`src/rtl/sap_core_pkg.sv`:
```
`default_nettype none
// ============================================================================
//  Module      : sap_core_pkg
//  Description : Shared definitions for the SAP accumulator core: opcode
//                width, opcode values and the FSM state type.
//  Revision    : 1.0 - initial release
// ============================================================================
package sap_core_pkg;

  localparam int OPC_W = 4;

  localparam logic [OPC_W-1:0] OP_LDA = 4'h0;
  localparam logic [OPC_W-1:0] OP_ADD = 4'h1;
  localparam logic [OPC_W-1:0] OP_SUB = 4'h2;
  localparam logic [OPC_W-1:0] OP_STA = 4'h3;
  localparam logic [OPC_W-1:0] OP_LDI = 4'h4;
  localparam logic [OPC_W-1:0] OP_JMP = 4'h5;
  localparam logic [OPC_W-1:0] OP_JC  = 4'h6;
  localparam logic [OPC_W-1:0] OP_JZ  = 4'h7;
  localparam logic [OPC_W-1:0] OP_OUT = 4'hE;
  localparam logic [OPC_W-1:0] OP_HLT = 4'hF;

  typedef enum logic [2:0] {
    ST_FETCH    = 3'd0,
    ST_DECODE   = 3'd1,
    ST_MEM_RD   = 3'd2,
    ST_MEM_WR   = 3'd3,
    ST_OUT_WAIT = 3'd4,
    ST_HALT     = 3'd5
  } state_t;

endpackage
`default_nettype wire

```
`src/rtl/sap_alu.sv`:
```
`default_nettype none
// ============================================================================
//  Module      : sap_alu
//  Description : Combinational add/subtract unit for the SAP core.
//  Ports       : i_a, i_b   - operands (DATA_W)
//                i_sub      - 1 selects i_a - i_b, 0 selects i_a + i_b
//                o_result   - result modulo 2^DATA_W
//                o_carry    - carry-out on add, no-borrow (i_a >= i_b) on sub
//                o_zero     - result equals zero
//  Revision    : 1.0 - initial release
// ============================================================================
module sap_alu #(
  parameter int DATA_W = 8
) (
  input  logic [DATA_W-1:0] i_a,
  input  logic [DATA_W-1:0] i_b,
  input  logic              i_sub,
  output logic [DATA_W-1:0] o_result,
  output logic              o_carry,
  output logic              o_zero
);

  logic [DATA_W-1:0] w_b_eff;
  logic [DATA_W:0]   w_sum;

  // Subtraction as a + ~b + 1: the carry-out is then exactly "no borrow".
  assign w_b_eff  = i_sub ? ~i_b : i_b;
  assign w_sum    = {1'b0, i_a} + {1'b0, w_b_eff} + {{DATA_W{1'b0}}, i_sub};
  assign o_result = w_sum[DATA_W-1:0];
  assign o_carry  = w_sum[DATA_W];
  assign o_zero   = (w_sum[DATA_W-1:0] == '0);

endmodule
`default_nettype wire

```
`src/rtl/sap_core.sv`:
```
`default_nettype none
// ============================================================================
//  Module      : sap_core
//  Description : Simple-As-Possible accumulator CPU. Fetches instructions
//                over a ready-handshaked memory port, executes LDA/ADD/SUB/
//                STA/LDI/JMP/JC/JZ/OUT/HLT, presents OUT values on a
//                valid/ready output port.
//  Ports       : clk, rst            - clock, synchronous active-high reset
//                mem_addr/rd/wr/wdata - memory request (all registered)
//                mem_rdata/mem_ready  - memory response
//                out_data/out_valid   - output register and valid
//                out_ready            - output consumer accept
//                halted               - high in HALT
//  Options     : SAP_CORE_COND_JUMP_EN - implements C/Z flags and JC/JZ;
//                undefined, opcodes 6/7 act as NOP and no flags exist.
//  Revision    : 1.0 - initial release
// ============================================================================
module sap_core
  import sap_core_pkg::*;
#(
  parameter int DATA_W = 8,
  parameter int ADDR_W = 4
) (
  input  logic              clk,
  input  logic              rst,
  output logic [ADDR_W-1:0] mem_addr,
  output logic              mem_rd,
  output logic              mem_wr,
  output logic [DATA_W-1:0] mem_wdata,
  input  logic [DATA_W-1:0] mem_rdata,
  input  logic              mem_ready,
  output logic [DATA_W-1:0] out_data,
  output logic              out_valid,
  input  logic              out_ready,
  output logic              halted
);

  state_t            r_state;
  logic [ADDR_W-1:0] r_pc;
  logic [DATA_W-1:0] r_acc;
  logic [DATA_W-1:0] r_ir;
  logic [ADDR_W-1:0] r_mem_addr;
  logic              r_mem_rd;
  logic              r_mem_wr;
  logic [DATA_W-1:0] r_mem_wdata;
  logic [DATA_W-1:0] r_out_data;
  logic              r_out_valid;
  logic              r_halted;

  logic [OPC_W-1:0]  w_opcode;
  logic [ADDR_W-1:0] w_operand;
  logic [DATA_W-1:0] w_imm;
  logic [DATA_W-1:0] w_alu_result;
  logic              w_alu_carry;
  logic              w_alu_zero;
  logic              w_take_jc;
  logic              w_take_jz;
  logic              w_jump;

  assign w_opcode  = r_ir[DATA_W-1 -: OPC_W];
  assign w_operand = r_ir[ADDR_W-1:0];
  assign w_imm     = {{(DATA_W-ADDR_W){1'b0}}, w_operand};

  sap_alu #(
    .DATA_W (DATA_W)
  ) u_alu (
    .i_a      (r_acc),
    .i_b      (mem_rdata),
    .i_sub    (w_opcode == OP_SUB),
    .o_result (w_alu_result),
    .o_carry  (w_alu_carry),
    .o_zero   (w_alu_zero)
  );

`ifdef SAP_CORE_COND_JUMP_EN
  logic r_c;
  logic r_z;
  assign w_take_jc = r_c;
  assign w_take_jz = r_z;
`else
  // Without conditional jumps the flag outputs of the ALU have no consumer.
  logic w_unused_flags;
  assign w_unused_flags = w_alu_carry ^ w_alu_zero;
  assign w_take_jc      = 1'b0;
  assign w_take_jz      = 1'b0;
`endif

  assign w_jump = (w_opcode == OP_JMP) ||
                  ((w_opcode == OP_JC) && w_take_jc) ||
                  ((w_opcode == OP_JZ) && w_take_jz);

  // All bus/output signals are registered: each transition loads the
  // outputs belonging to the state being entered.
  always_ff @(posedge clk) begin
    if (rst) begin
      r_state     <= ST_FETCH;
      r_pc        <= '0;
      r_acc       <= '0;
      r_ir        <= '0;
      r_mem_addr  <= '0;
      r_mem_rd    <= 1'b1;
      r_mem_wr    <= 1'b0;
      r_mem_wdata <= '0;
      r_out_data  <= '0;
      r_out_valid <= 1'b0;
      r_halted    <= 1'b0;
`ifdef SAP_CORE_COND_JUMP_EN
      r_c         <= 1'b0;
      r_z         <= 1'b0;
`endif
    end else begin
      case (r_state)
        ST_FETCH: begin
          if (mem_ready) begin
            r_ir     <= mem_rdata;
            r_pc     <= r_pc + {{(ADDR_W-1){1'b0}}, 1'b1};
            r_mem_rd <= 1'b0;
            r_state  <= ST_DECODE;
          end
        end

        ST_DECODE: begin
          case (w_opcode)
            OP_LDA, OP_ADD, OP_SUB: begin
              r_mem_rd   <= 1'b1;
              r_mem_addr <= w_operand;
              r_state    <= ST_MEM_RD;
            end
            OP_STA: begin
              r_mem_wr    <= 1'b1;
              r_mem_addr  <= w_operand;
              r_mem_wdata <= r_acc;
              r_state     <= ST_MEM_WR;
            end
            OP_OUT: begin
              r_out_valid <= 1'b1;
              r_out_data  <= r_acc;
              r_state     <= ST_OUT_WAIT;
            end
            OP_HLT: begin
              r_halted <= 1'b1;
              r_state  <= ST_HALT;
            end
            default: begin
              // LDI, jumps and NOP finish here and go straight to fetch.
              if (w_opcode == OP_LDI) begin
                r_acc <= w_imm;
              end
              r_mem_rd <= 1'b1;
              if (w_jump) begin
                r_pc       <= w_operand;
                r_mem_addr <= w_operand;
              end else begin
                r_mem_addr <= r_pc;
              end
              r_state <= ST_FETCH;
            end
          endcase
        end

        ST_MEM_RD: begin
          if (mem_ready) begin
            if (w_opcode == OP_LDA) begin
              r_acc <= mem_rdata;
            end else begin
              r_acc <= w_alu_result;
`ifdef SAP_CORE_COND_JUMP_EN
              r_c   <= w_alu_carry;
              r_z   <= w_alu_zero;
`endif
            end
            // mem_rd stays high: the next fetch follows immediately.
            r_mem_addr <= r_pc;
            r_state    <= ST_FETCH;
          end
        end

        ST_MEM_WR: begin
          if (mem_ready) begin
            r_mem_wr   <= 1'b0;
            r_mem_rd   <= 1'b1;
            r_mem_addr <= r_pc;
            r_state    <= ST_FETCH;
          end
        end

        ST_OUT_WAIT: begin
          if (out_ready) begin
            r_out_valid <= 1'b0;
            r_mem_rd    <= 1'b1;
            r_mem_addr  <= r_pc;
            r_state     <= ST_FETCH;
          end
        end

        ST_HALT: begin
          r_halted <= 1'b1;
        end

        default: begin
          r_mem_rd   <= 1'b1;
          r_mem_wr   <= 1'b0;
          r_mem_addr <= r_pc;
          r_state    <= ST_FETCH;
        end
      endcase
    end
  end

  assign mem_addr  = r_mem_addr;
  assign mem_rd    = r_mem_rd;
  assign mem_wr    = r_mem_wr;
  assign mem_wdata = r_mem_wdata;
  assign out_data  = r_out_data;
  assign out_valid = r_out_valid;
  assign halted    = r_halted;

endmodule
`default_nettype wire

```
`config.mk`:
```
export PLATFORM = sky130hd
export DESIGN_NAME = sap_core
export DESIGN_NICKNAME = d
export VERILOG_FILES = /design/src/rtl/sap_core_pkg.sv /design/src/rtl/sap_alu.sv /design/src/rtl/sap_core.sv
export SDC_FILE = /design/constraint.sdc
export NUM_CORES = 1
export LEC_CHECK = 0
export CAP_MARGIN = 10
export CORE_ASPECT_RATIO = 0.8
export CORE_MARGIN = 2
export CORE_UTILIZATION = 49
export DETAILED_ROUTE_END_ITERATION = 6
export PLACE_DENSITY = 0.77
export SLEW_MARGIN = 40
export SYNTH_ARGS = -nofsm -noshare
export SYNTH_HDL_FRONTEND = slang
export SYNTH_HIERARCHICAL = 1
export SYNTH_SLANG_ARGS = --single-unit
```
`constraint.sdc`:
```
create_clock -name clk -period 2.85 [get_ports clk]
set_clock_uncertainty 0.1 [all_clocks]
set_input_delay 0.855 -clock clk [delete_from_list [all_inputs] [get_ports clk]]
set_output_delay 0.855 -clock clk [all_outputs]
set_load 0.005 [all_outputs]
```
# After elaboration in Yosys (flattened, before gate mapping)
# Index checks and enable logic that the tools add are counted.
# word_totals
register_bits	47
input_bits	12
out_inout_bits	24
wordCells	100
# op_classes
add_sub_neg	3
n_eq_ne	24
muxes	31
bitwise	5
n_reduce_logical	26
# ops
operator	count
$mux 8	5
$ne 2x2->1 const B	11
$mux 4	5
$pmux 4 s2	2
$pmux 4 s4	1
$pmux 8 s2	1
$pmux 3 s5	1
$pmux 3 s4	1
$reduce_and 4->1	3
$mux 3	3
$reduce_and 3->1	3
$add 8x1->8	1
$add 8x8->8	1
$eq 4x2->1 const B	2
$eq 4x3->1 const B	2
$eq 4x4->1 const B	2
$mux 1	8
$not 8->8	1
$reduce_and 2->1	4
$reduce_bool 2->1	4
$reduce_or 2->1	4
$reduce_or 4->1	2
$eq 3x2->1 const B	2
$eq 3x3->1 const B	2
other kinds (13)	18

# Longest topological paths before layout
# Gate-level depths: netlist of the first run.
# depth
word_depth	7
mapped_depth	14
ltp_nobuf	13

# Cells and area by module
# Netlist of the first run, hierarchy kept.
# by_module_without_submodules
mod	n_inst	cells_per_inst	area_each_um2	seq_area_each_um2
sap_core	1	244	2198.4	940.9
sap_alu	1	58	452.9	0.0

# Least setup slack after synthesis of the first run
# Ideal clock, no wire load.
# synth_path
path_kind	reg-to-reg
startpoint	register r_ir[6]
endpoint	register r_acc[7]
setup_time_ps	132
arrival_ps	2731
path_slack_ps	-114
path_stages_with_launch	14
n_path_buf	1
period_less_slack_ps	2964
path_cell_list	dfxtp_1 > nor2_1 > nand2_1 > nor2_1 > buf_6 > xor2_1 > ha_1 > a21oi_1 > nand2_1 > a211o_1 > a221o_1 > mux2_1 > nand3_1 > a21oi_1
# synth_between
elab_chain_cells	7
# synth_rtl
item	line	source
start: declaration	sap_core.sv:41	logic [DATA_W-1:0] r_ir;
start signal: assignment	sap_core.sv:115	r_ir <= mem_rdata;
$eq 4x2->1 (*)	sap_core.sv:69	.i_sub (w_opcode == OP_SUB),
$mux 8	sap_alu.sv:27	assign w_b_eff = i_sub ? ~i_b : i_b;
$add 8x8->8	sap_alu.sv:28	assign w_sum = {1'b0, i_a} + {1'b0, w_b_eff} + {{DATA_W{1'b0}}, i_sub};
$add 8x1->8 (*)	sap_alu.sv:28	
named net w_alu_result[7]	sap_core.sv:53	logic [DATA_W-1:0] w_alu_result;
$mux 8 (*)	sap_core.sv:163	if (w_opcode == OP_LDA) begin
$mux 8 (*)	sap_core.sv:162	if (mem_ready) begin
$pmux 8 s2 (*)	sap_core.sv:112	case (r_state)
end signal: assignment	sap_core.sv:147	r_acc <= w_imm;
end signal: assignment	sap_core.sv:164	r_acc <= mem_rdata;
end signal: assignment	sap_core.sv:166	r_acc <= w_alu_result;
end: declaration	sap_core.sv:40	logic [DATA_W-1:0] r_acc;
# Mark *: on every way through the listed nets, which the timed path passes. The rest lies on a longest branch. The select of a mux whose other input is x is not followed.
# A chain may end at the register's enable or synchronous reset.

# Worst setup path after layout of the first run
# layout_path
startpoint	input port mem_rdata[6]
endpoint	register r_acc[7]
# layout_between
elab_chain_cells	7
# layout_rtl
item	line	source
start: declaration	sap_core.sv:30	input logic [DATA_W-1:0] mem_rdata,
$not 8->8	sap_alu.sv:27	
$mux 8 (*)	sap_alu.sv:27	
$add 8x8->8 (*)	sap_alu.sv:28	
$add 8x1->8 (*)	sap_alu.sv:28	
named net w_alu_result[7]	sap_core.sv:53	
$mux 8 (*)	sap_core.sv:163	
$mux 8 (*)	sap_core.sv:162	
$pmux 8 s2 (*)	sap_core.sv:112	
# Marks and branches as above.

==> flow_metrics.py, run 1 <==
metrics = {
    "status": {
        "status": "complete, no violations",
    },
    "cts": {
        "cts_buffer_depth": 2,
        "cts_tree": "done",
        "cts_root_buf": "clkbuf_8",
        "clk_pin_slew_worst_paths_ps": 90,
        "numCtsBuffers": 5,
        "cts_sinks": 47,
        "clock_latency_ps": 300,
        "cts_max_level": 2,
    },
    "worst_setup_path": {
        "critPathMaxFanout": 4,
        "start_kind": "primary input",
        "worstPathArrival_ps": 2840,
        "cp.required_ps": 2920,
        "crit_type": "primary input to register",
        "critPathCaptureType": "register",
    },
    "die": {
        "die_area_um2": 5920,
        "die_h_um": 69.2,
        "die_w_um": 85.5,
        "core.rowCount": 23,
        "io_pins": 36,
        "core-area_um2": 5060,
        "initial_utilization": 0.515,
    },
    "run": {
        "cap_violations": 0,
    },
    "timing": {
        "slew_headroom": 0.558,
        "tightest_slew_ps": 658,
        "whs_ps": 383,
        "layout_min_cycle_time_ps": 2780,
        "fin_crit_sh": 0.975,
        "setup-tns-final_ps": 0,
        "setup_viol": 0,
        "slew_violations": 0,
        "rsz0062_at_grt": "false",
        "fmax_ghz": 0.360,
        "final-hold-violation-count": 0,
    },
    "grt": {
        "grt_max_degree": 48,
        "antenna_found_initial": 0,
        "gr-usage-met1": 0.322,
        "use_met2": 0.363,
        "grt_usage": 0.233,
        "top_usage_layer": "met2",
        "grt_pass1_vias": 2395,
        "overflow": 0,
        "grt_pass1_wl_um": 11100,
        "grt_use_met3": 0.0536,
    },
    "synthesis": {
        "synth.cell_area_um2": 2610,
        "synth_fp_nets": 317,
        "synth_cells": 296,
        "synth_warnings": 6,
        "syn_area_per_cell_um2": 8.80,
    },
    "final_layout": {
        "fin_area_um2": 3380,
        "final_cells": 421,
        "drive_above_1_share": 0.187,
        "syn2layout_area_growth_pct": 29.8,
        "num-nets-final": 379,
        "n_antenna_cell": 0,
        "num-fill-cells": 417,
    },
    "power_and_ir_drop": {
        "p_leak_uw": 0.00138,
        "report.power.total_uw": 1850,
        "power.density_nw_per_um2": 546,
        "peakVddDrop_mv": 0.321,
    },
    "routing": {
        "wl_per_cell_um": 15.8,
        "drt_pass1_iterations": 5,
        "wl_um": 6640,
        "drc": 0,
        "via_per_inst": 5.64,
        "antenna_left": 0,
        "routed-via-count": 2374,
        "drt_iter0_drc": 198,
    },
    "place": {
        "routabilityCongestion": 0.872,
        "placed_cell_area_um2": 3200,
        "place.detailed.hpwl_um": 4660,
        "dpl.cell_count": 411,
        "io_buffers": 35,
    },
    "hold_path": {
        "hold_class": "register to register",
    },
}
[power by group]
group	switching, µW	internal, µW	leakage [µW]	total (µW)
registers	51.4	700	0.000382	751
logic	268	256	0.000933	523
clock network	223	351	0.0000654	574
total	542	1310	0.00138	1850
[worst max-delay path, cell delays in order]
cell             delay, ps
clkdlybuf4s50_1        520
xor2_1                 190
ha_1                   300
a211o_1                270
a221o_1                310
mux2_1                 280
nand3_1                 70
a21oi_1                 60
[state kept, by name, indices dropped and copies added (netlist names), 3 cells and up]
name,count
out_data,8
r_acc,8
mem_addr,4
mem_wdata,8
r_state,3
r_pc,4
r_ir,8
[layout make-up]
| class | instances | area, µm² | area share |
|---|---|---|---|
| multi-input cells | 225 | 1570 | 0.465 |
| clock buffers | 6 | 72.6 | 0.0215 |
| well taps | 62 | 77.6 | 0.0229 |
| flip-flops and latches | 47 | 942 | 0.279 |
| inverters | 5 | 18.8 | 0.00555 |
| repair buffers | 74 | 637 | 0.188 |
| clock inverters | 2 | 60.1 | 0.0178 |
[cells in the final DEF (no fill, tap or decap), types with 3 or more instances in the layout]
cell / n
nand2_1: 42
nand4_1: 3
nor2b_1: 5
a21oi_1: 25
o211ai_1: 4
nor2_1: 29
o21ai_0: 6
clkdlybuf4s50_1: 29
clkbuf_8: 5
nand3_1: 6
dfxtp_1: 46
nor3_1: 5
xor2_1: 8
mux2_1: 4
dlygate4sd2_1: 5
inv_1: 5
a21oi_2: 3
buf_4: 39
mux2i_1: 28
a211oi_1: 6
ha_1: 7
[stage by stage]
stage | setup WS, ps | utilization
global route | 6.46 | 0.668
detailed placement | -497 | 0.631
global placement | -392 | 0.631
finish | 72.3 | 0.668
floorplan | 35.5 | -
CTS | 72.8 | 0.663
[path summary, 6_finish.rpt]
check	start	to	slack (ps)	depth (start not counted)
hold / removal	mem_rd$_SDFFE_PP1P_	mem_rd$_SDFFE_PP1P_	380	2
setup reg to reg	r_ir[7]$_SDFFE_PP0P_	r_acc[7]$_SDFFE_PP0P_	160	13
hold reg to reg	mem_rd$_SDFFE_PP1P_	mem_rd$_SDFFE_PP1P_	380	2
setup / recovery	mem_rdata[6]	r_acc[7]$_SDFFE_PP0P_	70	8
[layer usage]
metal	routed length, µm	vias to the layer above	share of wire
met5	0	-	0
met4	121	0	0.018
met3	527	14	0.079
met2	2910	102	0.44
met1	3080	1093	0.46
li1	-	1165	-
[repair_timing]
| action | CTS | global route |
|---|---|---|
| endpoints found under the setup margin | 4 | 1 |
| gates resized for setup | 11 | 5 |
| hold buffers | 0 | 0 |
| pin swaps | 12 | 8 |
| setup buffers | 2 | 0 |
(Power assumes the default switching activity.)
==> run 2: changes to the inputs <==
--- a/config.mk
+++ b/config.mk
@@ -7,10 +7,10 @@
 export LEC_CHECK = 0
 export CAP_MARGIN = 10
 export CORE_ASPECT_RATIO = 0.8
-export CORE_MARGIN = 2
 export CORE_UTILIZATION = 49
 export DETAILED_ROUTE_END_ITERATION = 6
 export PLACE_DENSITY = 0.77
+export SETUP_SLACK_MARGIN = 0.1
 export SLEW_MARGIN = 40
 export SYNTH_ARGS = -nofsm -noshare
 export SYNTH_HDL_FRONTEND = slang
==> run 2 against run 1 <==
  * Non-clock buffer count increased by 6
  * Register-to-register slack improved by 40 ps
  * First-iteration DRC count decreased by 17%
  * Sequential power is 0.5% higher
  * Fmax increased by 2.5%
  * Largest cell class unchanged
  * Combinational power increased by 4.2%
  * Critical path type unchanged
  * Worst hold slack got worse by 4.5 ps
  * Via count up 1.4%
==> flow_metrics.py, run 2 (same netlist as run 1, synthesis figures left out) <==
metrics = {
    "status": {
        "status": "complete, no violations",
    },
    "power_and_ir_drop": {
        "p_sw_frac": 0.331,
        "peakVddDrop_mv": 0.347,
        "power_switching_uw": 567,
        "p_comb_frac": 0.318,
        "report.power.total_uw": 1720,
        "p_clk_frac": 0.243,
        "pwr-share-seq": 0.440,
        "intPower_uw": 1150,
        "power.density_nw_per_um2": 504,
        "p_leak_uw": 0.00141,
    },
    "grt": {
        "grt_pass1_vias": 2163,
        "overflow": 0,
        "grt_max_degree": 48,
        "grt_pass1_wl_um": 10300,
        "antenna_found_initial": 0,
        "grt_usage": 0.235,
    },
    "hold_path": {
        "hold_class": "register to register",
        "min_from": "mem_rd$_SDFFE_PP1P_",
        "min_path_cells": 2,
        "whs_endpoint": "mem_rd$_SDFFE_PP1P_",
    },
    "worst_setup_path": {
        "rr_endpoint": "r_acc[7]$_SDFFE_PP0P_",
        "critPathCaptureType": "register",
        "rrSetupSlack_ps": 200,
        "critPathMaxFanout": 4,
        "timing.rr.start": "r_ir[7]$_SDFFE_PP0P_",
        "r2r_cells": 13,
        "worstPathArrival_ps": 2790,
        "crit_type": "primary input to register",
        "start_kind": "primary input",
        "cp.required_ps": 2930,
    },
    "die": {
        "die_h_um": 67.2,
        "die_area_um2": 5620,
        "initial_utilization": 0.515,
        "core.rowCount": 23,
        "io_pins": 36,
        "core-area_um2": 5060,
        "die_w_um": 83.5,
    },
    "cts": {
        "cts_buffer_depth": 2,
        "clk_pin_slew_worst_paths_ps": 90,
        "cts_root_buf": "clkbuf_8",
        "numCtsBuffers": 5,
        "cts_max_level": 2,
        "cts_sinks": 47,
        "clock_latency_ps": 310,
        "hold_buffers": 0,
        "cts_tree": "done",
    },
    "routing": {
        "wl_per_cell_um": 15.2,
        "top_layer": "met4",
        "wl_met1_um": 3050,
        "drt_pass1_iterations": 4,
        "drc": 0,
        "via_per_inst": 5.64,
        "drt_iter0_drc": 164,
        "antenna_left": 0,
        "wl_met2_um": 2950,
        "wl_um": 6500,
        "route.met3.wl_um": 449,
        "routed-via-count": 2408,
    },
    "timing": {
        "fin_crit_sh": 0.950,
        "fmax_ghz": 0.369,
        "tightest_slew_ps": 741,
        "rsz0062_at_grt": "true",
        "setup-tns-final_ps": 0,
        "slew_headroom": 0.502,
        "final-hold-violation-count": 0,
        "layout_min_cycle_time_ps": 2710,
        "whs_ps": 378,
        "slew_violations": 0,
        "setup_viol": 0,
    },
    "final_layout": {
        "layout_commonest_cell": "dfxtp_1",
        "final_util": 0.672,
        "num-nets-final": 385,
        "n_antenna_cell": 0,
        "final_cell_mix": "45 x dfxtp_1, 42 x buf_4, 41 x nand2_1, 29 x nor2_1",
        "num-fill-cells": 433,
        "drive_above_1_share": 0.214,
        "syn2layout_area_growth_pct": 30.6,
        "fin_area_um2": 3400,
    },
    "place": {
        "placed_cell_area_um2": 3200,
        "routabilityCongestion": 0.806,
        "place.detailed.hpwl_um": 4450,
        "io_buffers": 35,
    },
    "run": {
        "cap_violations": 0,
    },
}
==> run 2: cell types whose count changed in the layout (fill, tap and decap cells not counted), sizes merged <==
cell / previous run / this run
dlygate4sd2: 5 / 4
clkdlybuf4s50: 29 / 28
buf: 39 / 45
clkbuf: 6 / 7
dlymetal6s2s: 0 / 1
bufinv: 2 / 0
clkinv: 0 / 2
==> run 2: how the worst max path moves through the flow <==
stage | start | to | slack (ps) | cells past startpoint
after floorplan | mem_rdata[5] | r_acc[7]$_SDFFE_PP0P_ | 100 | 9
after global placement | mem_rdata[5] | r_acc[7]$_SDFFE_PP0P_ | -390 | 10
after detailed placement | mem_rdata[5] | r_acc[7]$_SDFFE_PP0P_ | -450 | 10
after CTS | mem_rdata[5] | r_acc[7]$_SDFFE_PP0P_ | 90 | 10
after global routing | r_ir[7]$_SDFFE_PP0P_ | r_acc[7]$_SDFFE_PP0P_ | 50 | 13
final | mem_rdata[7] | r_acc[7]$_SDFFE_PP0P_ | 140 | 8
==> run 2: worst max-delay path, stage by stage <==
cell	delay (ps)
clkdlybuf4s50_1	450
xor2_1	180
ha_1	330
a211o_1	290
a221o_1	300
mux2_4	280
nand3_2	60
a21oi_2	40
==> run 2: through the flow <==
stage | cells | setup slack [ps]
after floorplan | 296 | 101
after global placement | 411 | -389
after detailed placement | 411 | -452
after CTS | 424 | 92.0
after global routing | 427 | 47.8
final | 427 | 141
==> run 2: layout make-up <==
| class | count | area (µm²) | area share |
|---|---|---|---|
| timing repair buffer | 80 | 692 | 0.203 |
| sequential | 47 | 943 | 0.277 |
| multi-input combinational | 225 | 1580 | 0.465 |
| tap | 62 | 77.6 | 0.0228 |
| clock inverter | 2 | 17.5 | 0.00515 |
| clock buffer | 6 | 72.6 | 0.0213 |
| inverter | 5 | 18.8 | 0.00551 |
==> run 2: per-layer routing <==
layer / up-vias / GRT usage
met5: - / 0
met4: 0 / 0.0572
met1: 1146 / 0.325
met3: 5 / 0.0513
met2: 71 / 0.379
li1: 1186 / -
==> run 2: power by group through the flow <==
stage	logic [µW]	registers, µW	clock network [µW]
floorplan	358	744	0
global placement	488	764	0
detailed placement	497	765	0
CTS	514	750	423
global route	598	760	451
finish	545	755	417
==> run 2: what timing repair did <==
| action | 4_1_cts | 5_1_grt |
|---|---|---|
| gates resized for setup | 11 | 16 |
| buffers inserted | 5 | 3 |
| endpoints found under the setup margin | 4 | 4 |
| gates cloned | 0 | 0 |
| pin swaps | 14 | 15 |
==> run 3: changes to the inputs <==
--- a/config.mk
+++ b/config.mk
@@ -7,9 +7,9 @@
 export LEC_CHECK = 0
 export CAP_MARGIN = 10
 export CORE_ASPECT_RATIO = 0.8
-export CORE_UTILIZATION = 49
+export CORE_UTILIZATION = 40
 export DETAILED_ROUTE_END_ITERATION = 6
-export PLACE_DENSITY = 0.77
+export PLACE_DENSITY = 0.66
 export SETUP_SLACK_MARGIN = 0.1
 export SLEW_MARGIN = 40
 export SYNTH_ARGS = -nofsm -noshare
==> run 3 against run 2 <==
  * Global-route usage shrank 3.4 points
  * Clock power shrank 8.6%
  * Combinational power about the same
  * Register-to-register slack about the same
  * Sequential share of layout area shrank 0.28 points
  * Core utilization fell by 11 points
  * Fmax up 0.65%
==> flow_metrics.py, run 3 (same netlist as run 1, synthesis figures left out) <==
metrics = {
    "grt": {
        "grt_max_degree": 48,
        "overflow": 0,
        "grt_pass1_vias": 2192,
        "grt_pass1_wl_um": 10600,
        "antenna_found_initial": 0,
        "grt_usage": 0.201,
    },
    "worst_setup_path": {
        "cp.required_ps": 2910,
        "critPathMaxFanout": 4,
        "critPathCaptureType": "register",
        "worstPathCellList": "dlygate4sd2_1, xor2_1, ha_1, a21oi_2, nand2_1, a211o_1, a221o_1, mux2_4, nand3_2, a21oi_1",
        "crit_family": "compound AO/OA/AOI/OAI gates",
        "critPathMaxStageDelay_ps": 340,
        "critical_path_buf_inv_count": 1,
        "start_kind": "primary input",
        "crit_type": "primary input to register",
        "rrSetupSlack_ps": 210,
        "slowest_stage": "ha_1",
        "worstPathArrival_ps": 2750,
    },
    "power_and_ir_drop": {
        "intPower_uw": 1150,
        "p_clk_frac": 0.226,
        "p_comb_frac": 0.326,
        "p_sw_frac": 0.319,
        "power_switching_uw": 536,
        "p_leak_uw": 0.00141,
        "power.density_nw_per_um2": 489,
        "pwr-share-seq": 0.448,
        "peakVddDrop_mv": 0.209,
    },
    "final_layout": {
        "num-nets-final": 383,
        "final_cells": 443,
        "final_cell_mix": "45 x dfxtp_1, 42 x buf_4, 41 x nand2_1, 29 x nor2_1, 28 x mux2i_1",
        "seq_area_um2": 943,
        "num-fill-cells": 586,
        "layout_commonest_cell": "dfxtp_1",
        "drive_above_1_share": 0.218,
        "n_antenna_cell": 0,
        "syn2layout_area_growth_pct": 32.0,
        "multi_input_area_um2": 1620,
    },
    "cts": {
        "clk_pin_slew_worst_paths_ps": 80,
        "cts_tree": "done",
        "cts_root_buf": "clkbuf_8",
        "cts_sinks": 47,
        "hold_buffers": 0,
        "cts_max_level": 2,
        "clock_latency_ps": 300,
        "numCtsBuffers": 5,
        "cts_buffer_depth": 2,
    },
    "place": {
        "io_buffers": 35,
        "routabilityCongestion": 0.863,
        "place.detailed.hpwl_um": 4600,
        "dpl.cell_count": 428,
    },
    "die": {
        "initial_utilization": 0.427,
        "core.rowCount": 25,
        "die_h_um": 74.2,
        "die_area_um2": 6840,
        "die_w_um": 92.2,
        "io_pins": 36,
        "core-area_um2": 6100,
    },
    "timing": {
        "fin_crit_sh": 0.944,
        "slew_violations": 0,
        "setup-tns-final_ps": 0,
        "tightest_slew_ps": 567,
        "final-hold-violation-count": 0,
        "slew_headroom": 0.622,
        "layout_min_cycle_time_ps": 2690,
        "fmax_ghz": 0.372,
        "setup_viol": 0,
        "rsz0062_at_grt": "false",
    },
    "run": {
        "cap_violations": 0,
    },
    "routing": {
        "drt_iter0_drc": 117,
        "antenna_left": 0,
        "wl_um": 6370,
        "drt_pass1_iterations": 4,
        "routed-via-count": 2295,
        "via_per_inst": 5.18,
        "wl_per_cell_um": 14.4,
        "drc": 0,
    },
    "status": {
        "status": "complete, no violations",
    },
    "hold_path": {
        "hold_class": "register to register",
    },
}
-- run 3: cell type report --
| class | instances | area share |
|---|---|---|
| Inverter | 5 | 0.00546 |
| Clock buffer | 5 | 0.0200 |
| Timing Repair Buffer | 78 | 0.195 |
| Multi-Input combinational cell | 225 | 0.471 |
| Clock inverter | 2 | 0.00400 |
| Tap cell | 81 | 0.0295 |
| Sequential cell | 47 | 0.274 |
-- run 3: through the flow --
step,instance area [µm²],setup slack [ps],total power (µW),util,hold slack (ps)
finish,3440,159,1680,0.564,385
CTS,3340,88.7,1670,0.548,386
global placement,3210,-416,1260,0.526,355
global route,3440,83.5,1800,0.564,420
floorplan,2610,101,1100,-,361
detailed placement,3210,-478,1270,0.526,366
-- run 3: per-layer routing --
layer / up-vias / global-route usage / share of wire
met2: 57 / 0.303 / 0.43
met5: - / 0 / 0
li1: 1170 / - / -
met3: 4 / 0.0511 / 0.063
met4: 0 / 0.0642 / 0.0061
met1: 1064 / 0.283 / 0.50
-- run 3: power by group through the flow --
stage          Combinational [µW]  Sequential, µW  Clock [µW]
3_3_place_gp                  498             765           0
4_1_cts                       520             751         397
6_report                      548             753         381
3_5_place_dp                  505             766           0
2_1_floorplan                 358             744           0
5_1_grt                       609             761         425
-- run 3: timing repair --
action                                  in CTS  in global routing
hold endpoints to repair                     0                  0
resized for setup                           12                 19
setup buffers                                5                  3
pin swaps                                   11                 23
endpoints found under the setup margin       4                  4
-- run 3: path summary, 6_finish.rpt --
kind | depth (start not counted) | endpoint | start
setup / recovery | 10 | r_acc[7]$_SDFFE_PP0P_ | mem_rdata[5]
hold / removal | 2 | mem_rd$_SDFFE_PP1P_ | mem_rd$_SDFFE_PP1P_
setup reg to reg | 13 | r_acc[7]$_SDFFE_PP0P_ | r_ir[7]$_SDFFE_PP0P_
hold reg to reg | 2 | mem_rd$_SDFFE_PP1P_ | mem_rd$_SDFFE_PP1P_
-- run 3: worst register-to-register path, delay by kind of cell, from the launching register on --
family | cells | cell delay, ps
buf+inv | 1 | 160
flops | 1 | 340
simple gates | 5 | 550
mux | 1 | 270
compound gates | 4 | 630
xor+xnor | 1 | 160
fa+ha+maj | 1 | 300
